<file path="src/rtl/wb_write_demux.sv">
// rtl/wb_write_demux.sv - single-entry write-back stage driving a one-hot register file write port
// Holds one write, drains it when the register file is free, and forwards the held value to read ports.
module wb_write_demux #(
    parameter int ADDR_W   = 5,
    parameter int DATA_W   = 64,
    parameter int NREGS    = 32,
    parameter int ZERO_REG = 31
) (
    input  logic              clk,
    input  logic              reset_n,
    input  logic              wr_valid,
    input  logic [ADDR_W-1:0] wr_addr,
    input  logic [DATA_W-1:0] wr_data,
    output logic              wr_ready,
    input  logic              rf_hold,
    output logic [NREGS-1:0]  reg_we,
    output logic [DATA_W-1:0] reg_wdata,
    output logic              pend_valid,
    output logic [ADDR_W-1:0] pend_addr,
    input  logic [ADDR_W-1:0] rd_addr_a,
    input  logic [ADDR_W-1:0] rd_addr_b,
    output logic              fwd_a,
    output logic              fwd_b,
    output logic [DATA_W-1:0] fwd_data,
    output logic [15:0]       commit_cnt
);

    localparam logic [ADDR_W-1:0] ZERO_ADDR = ADDR_W'(ZERO_REG);

    typedef enum logic {EMPTY = 1'b0, FULL = 1'b1} state_t;

    state_t            state, state_nx;
    logic [ADDR_W-1:0] held_addr;
    logic [DATA_W-1:0] held_data;
    logic              drain;
    logic              accept;

    assign drain  = (state == FULL) && !rf_hold;
    // Zero-register requests are consumed while ready but never become an entry.
    assign accept = wr_valid && wr_ready && (wr_addr != ZERO_ADDR);

    always_ff @(posedge clk or negedge reset_n) begin
        if (!reset_n) begin
            state <= EMPTY;
        end else begin
            state <= state_nx;
        end
    end

    always_comb begin
        state_nx = state;
        case (state)
            EMPTY:   if (accept) state_nx = FULL;
            FULL:    if (drain && !accept) state_nx = EMPTY;
            default: state_nx = EMPTY;
        endcase
    end

    always_comb begin
        wr_ready   = (state == EMPTY) || drain;
        reg_we     = '0;
        if (drain) reg_we[held_addr] = 1'b1;
        pend_valid = (state == FULL);
        pend_addr  = (state == FULL) ? held_addr : '0;
        fwd_a      = (state == FULL) && (rd_addr_a == held_addr);
        fwd_b      = (state == FULL) && (rd_addr_b == held_addr);
    end

    assign reg_wdata = held_data;
    assign fwd_data  = held_data;

    always_ff @(posedge clk or negedge reset_n) begin
        if (!reset_n) begin
            held_addr  <= '0;
            held_data  <= '0;
            commit_cnt <= '0;
        end else begin
            if (accept) begin
                held_addr <= wr_addr;
                held_data <= wr_data;
            end
            if (drain) commit_cnt <= commit_cnt + 16'd1;
        end
    end

endmodule

</file>
<file path="config.mk">
export PLATFORM = sky130hd
export DESIGN_NAME = wb_write_demux
export DESIGN_NICKNAME = d
export VERILOG_FILES = /design/src/rtl/wb_write_demux.sv
export SDC_FILE = /design/constraint.sdc
export NUM_CORES = 1
export LEC_CHECK = 0
export ABC_CLOCK_PERIOD_IN_PS = 1540
export BUFFER_PORTS_ARGS = -buffer_cell sky130_fd_sc_hd__buf_2
export CAP_MARGIN = 30
export CORE_MARGIN = 3
export CORE_UTILIZATION = 40
export CTS_BUF_LIST = sky130_fd_sc_hd__clkbuf_8
export DETAILED_ROUTE_END_ITERATION = 6
export GPL_TIMING_DRIVEN = 0
export PLACE_DENSITY = 0.84
export SLEW_MARGIN = 5
export SYNTH_ARGS = -nofsm -noshare
export SYNTH_HDL_FRONTEND = slang
export SYNTH_SLANG_ARGS = --single-unit
</file>
<file path="constraint.sdc">
create_clock -name clk -period 1.54 [get_ports clk]
set_input_delay 0.385 -clock clk [delete_from_list [all_inputs] [get_ports clk]]
set_output_delay 0.385 -clock clk [all_outputs]
set_load 0.01 [all_outputs]
</file>
# == Word level (Yosys, flattened, before mapping) ==
# Index checks and enable logic that the tools add are counted.
# classes
add_sub_neg,1
n_lt_le_gt_ge,2
eq_ne,3
mux,7
n_bitwise,1
n_reduce_logical,10
# op_table
op,count
32-bit 2-to-1 mux,1
"16-bit by 1-bit adder with 16-bit output, second input constant",1
5-bit == test,2
1-bit logical AND,7
"5-bit by 6-bit < comparator with 1-bit output, second input constant",1
1-bit demux with 5-bit select,1
"5-bit by 1-bit greater-or-equal comparator with 1-bit output, second input constant",1
5-bit 2-to-1 mux,1
"5-bit != test, second input constant",1
1-bit 2-to-1 mux,3
1-bit logical NOT,2
1-bit case mux with 2 select lines,1
1-bit logical OR,1
1-bit NOT,1
# word_totals
register_bits,86
inputBits,83
output_inout_bits,185
wordCells,28

# == Logic depth before layout (Yosys ltp) ==
# depth
word_depth,9
ltp_mapped,7
ltp_nobuf,5

# == Worst setup path after synthesis ==
# OpenSTA, ideal clock, no wires.
# synth_path
kind,register -> output
from,register held_addr[2]
to,output reg_we[16]
arrival_ns,1.254
t_required_ns,1.155
slack_ns,-0.099
stages_incl_launch_ff,4
n_path_buf,1
cell_sequence,dfrtp_1 -> clkbuf_1 -> or3b_2 -> nor2_1
# synth_between
elab_chain_cells,5
word_cells_on_any_way,6
cone_classes,2 x order compare; 3 x mux; 1 x reduce/logical
# synth_lines
item,line,source
"start, declared",33,logic [ADDR_W-1:0] held_addr;
"start signal, assigned",79,held_addr <= wr_addr;
5-bit by 6-bit < comparator with 1-bit output (not written as such) or 5-bit by 1-bit greater-or-equal comparator with 1-bit output (tied branches),62,if (drain) reg_we[held_addr] = 1'b1;
1-bit logical AND (not written as such),62,
1-bit 2-to-1 mux (not written as such),62,
1-bit demux with 5-bit select (*),62,
32-bit 2-to-1 mux (*),62,
"end, declared",16,"output logic [NREGS-1:0] reg_we,"
# Every way passes the cells marked *; elsewhere a longest branch is shown, timed or not.

# == Worst setup path after layout ==
# layout_path
from,register held_addr[2]
to,output fwd_b
# layout_between
elab_chain_cells,2
# layout_lines
item,line,source
5-bit == test,66,fwd_b = (state == FULL) && (rd_addr_b == held_addr);
1-bit logical AND,66,
"end, declared",23,"output logic fwd_b,"
# Every way passes these cells.

==> impl_metrics.env <==
export IMPL_drt_drc_violations_left=0
export IMPL_yosys_top_cells_area="sky130_fd_sc_hd__dfrtp_1, sky130_fd_sc_hd__mux2_2, sky130_fd_sc_hd__buf_4, sky130_fd_sc_hd__nor2_1, sky130_fd_sc_hd__xor2_1"
export IMPL_finalSetupViolations=111
export IMPL_first_global_vias=4126
export IMPL_die_height_um=109
export IMPL_finalCriticalPeriod_ns=2.13
export IMPL_boundaryPins=268
export IMPL_max_clock_path_buffers=2
export IMPL_power_density_mw_per_mm2=1100
export IMPL_row_count=36
export IMPL_postSynthNetCount=438
export IMPL_cts_sinks=86
export IMPL_ys_warnings_count=0
export IMPL_drt_pass1_iter_count=4
export IMPL_gpl_final_weighted_congestion=0.818
export IMPL_period_utilization=1.38
export IMPL_synth_avg_cell_area_um2=11.9
export IMPL_synth_edff_count=0
export IMPL_cts_htree_levels=3
export IMPL_post_synth_top_area_fraction=0.512
export IMPL_tritoncts_buffer_count=9
export IMPL_wire_length_per_cell_um=19.5
export IMPL_fp_dieArea_mm2=0.0118
export IMPL_worst_r2r_cell_count=9
export IMPL_tns_ns=-24.66
export IMPL_pre_cts_slack_ns=-0.351
export IMPL_clock_insertion_delay_at_the_later_pin_of_the_skew_report_ns=0.35
export IMPL_most_common_layout_cells="sky130_fd_sc_hd__buf_2, sky130_fd_sc_hd__buf_4, sky130_fd_sc_hd__dfrtp_1"
export IMPL_criticalPathCategory="reg2out"
export IMPL_maximum_number_of_pins_on_one_net_before_global_route_repair=46
export IMPL_worstPathMaxFanout=3
export IMPL_hold_buffers=0
export IMPL_floorplan_core_area_mm2=0.0100
export IMPL_io_buffer_count=267
export IMPL_grt_total_usage=0.243
export IMPL_synth_async_sr_flop_share=1.00
export IMPL_placed_cell_area_mm2=0.00591
export IMPL_post_synth_inst_count=354
export IMPL_regToRegStartpoint="pend_valid"
export IMPL_violations="setup timing"
export IMPL_least_margin_pin_slew_ns=0.554
export IMPL_slew_headroom=0.631
export IMPL_timing_critical_path_required_ns=1.15
export IMPL_finalMaxSlewViolations=0
export IMPL_die_width_um=109
export IMPL_finalCoreUtilization=0.739
export IMPL_achievable_frequency_mhz=469
export IMPL_dr_total_vias=4072
export IMPL_worst_ep_arrival_time_ns=1.75
export IMPL_cp_end_kind="output pin"
export IMPL_postRouteWirelength_um=16000
export IMPL_post_layout_total_power_mw=8.15
export IMPL_vdd_drop_max_uv=686
export IMPL_seq_area_frac_synth=0.512
export IMPL_synth_cell_area_mm2=0.00421
export IMPL_initialDrtViolationCount=233
export IMPL_maxCapViolations=0
export IMPL_layout_drive_gt1_share=0.789
export IMPL_worst_clock_skew_ns=0.00929
export IMPL_clk_root_buffer_cell="sky130_fd_sc_hd__clkbuf_8"
export IMPL_final_hold_violation_count=0
export IMPL_final_net_count=767
export IMPL_grt_pass1_wl_um=22000
export IMPL_post_synth_num_cell_types=28
export IMPL_cts_tree="yes"
export IMPL_worstHoldPathType="in2async"
export IMPL_most_common_cell_after_layout_fill_and_taps_aside="sky130_fd_sc_hd__buf_2"
export IMPL_ff2ff_setup_slack_ns=-0.21
export IMPL_ys_seq_elements=86
export IMPL_status="complete, but fails checks"
export IMPL_synth_area_leader_cell="sky130_fd_sc_hd__dfrtp_1"
export IMPL_route_detailed_vias_per_inst=4.97
export IMPL_antenna_found_initial=0
export IMPL_timing_critical_path_from_type="register"
export IMPL_r2r_end="fwd_data[56]"
export IMPL_cts_clk_slew_worst_paths_ns=0.09
export IMPL_ys_flop_type="sky130_fd_sc_hd__dfrtp_1"
export IMPL_grt_overflow_total=0
export IMPL_rsz_0062_raised_after_global_routing="true"
export IMPL_dp_hpwl_um=9430
export IMPL_antenna_violating_nets_post_route=0
export IMPL_area_delta_synth_final_pct=75.8
export IMPL_initial_util=0.421
export IMPL_antenna_cells_inserted=0
export IMPL_stdcell_area_mm2=0.00739
export IMPL_timing_final_ws_setup_ns=-0.590
export IMPL_cellLeakagePower_nw=3.95
-- where the power goes --
part / internal (mW) / total (mW) / switching [mW]
logic: 1.81 / 3.21 / 1.41
clock network: 1.11 / 1.92 / 0.809
registers: 2.63 / 3.02 / 0.390
total: 5.54 / 8.15 / 2.60
-- critical path: stages, from the launching register on --
cell	delay, ns
sky130_fd_sc_hd__dfrtp_1	0.46
sky130_fd_sc_hd__xor2_1	0.18
sky130_fd_sc_hd__nor4_1	0.39
sky130_fd_sc_hd__and3_1	0.24
sky130_fd_sc_hd__buf_2	0.14
-- worst max-delay path by stage --
stage	cells past startpoint	slack [ns]	from	endpoint
after floorplan	4	-0.04	held_addr[1]	reg_we[16]
after global placement	1	-0.71	reset_n	pend_valid
after detailed placement	7	-0.35	wr_addr[2]	held_addr[0]
after CTS	5	-0.47	pend_valid	reg_we[12]
after global routing	4	-0.79	held_addr[2]	fwd_b
final	4	-0.59	held_addr[2]	fwd_b
-- stage by stage --
stage               hold WS (ns)  cells
detailed placement         0.411    755
CTS                       0.0275    809
finish                    0.0131    820
floorplan                 0.0894    354
global route              0.0339    820
global placement           0.460    754
-- kinds of logic (layout without fill, tap and decap cells) --
family,Yosys count,in the layout,share of synthesized area
and+or+nand+nor,94,94,0.107
AOI/OAI and AO/OA,2,2,0.00417
xor gates and xnor gates,25,25,0.0521
buffers and inverters,79,412,0.135
muxes,67,67,0.187
DFF,86,86,0.512
adders and majority gates,1,1,0.00297
-- synth_stat cells, types with 4 or more instances --
| master | count |
|---|---|
| sky130_fd_sc_hd__mux2_4 | 8 |
| sky130_fd_sc_hd__nor2_1 | 40 |
| sky130_fd_sc_hd__nand3b_1 | 4 |
| sky130_fd_sc_hd__nand3_1 | 6 |
| sky130_fd_sc_hd__clkbuf_1 | 5 |
| sky130_fd_sc_hd__buf_2 | 7 |
| sky130_fd_sc_hd__nand2_1 | 17 |
| sky130_fd_sc_hd__xnor2_1 | 11 |
| sky130_fd_sc_hd__mux2_2 | 59 |
| sky130_fd_sc_hd__and2_1 | 5 |
| sky130_fd_sc_hd__and3_1 | 5 |
| sky130_fd_sc_hd__buf_4 | 64 |
| sky130_fd_sc_hd__xor2_1 | 14 |
| sky130_fd_sc_hd__dfrtp_1 | 86 |
-- flip-flops by register name, summed over array words and instances, names as in the netlist --
signal and cells:
fwd_data 64, commit_cnt 16, held_addr 5, pend_valid 1
-- repair_timing --
| action | 4_1_cts | 5_1_grt |
|---|---|---|
| cloned | 9 | 0 |
| setup buffers | 31 | 22 |
| setup endpoints to repair | 109 | 117 |
| resized for setup | 121 | 84 |
| pin swaps | 32 | 33 |
-- routing by layer --
metal / GRT usage / vias up / part of all wire
met4: 0.0866 / 0 / 0.035
met5: 0 / - / 0
met2: 0.465 / 257 / 0.54
li1: - / 1768 / -
met3: 0.0591 / 58 / 0.072
met1: 0.256 / 1989 / 0.35
-- area by class of cell --
cell class,instances,area (µm²)
Multi-Input combinational cell,189,2040
Sequential cell,86,2160
Clock buffer,10,138
Buffer,74,637
Tap cell,133,166
Clock inverter,5,98.8
Fill cell,648,2610
Timing Repair Buffer,323,2160
No activity file was read; power rests on OpenSTA's default activity.
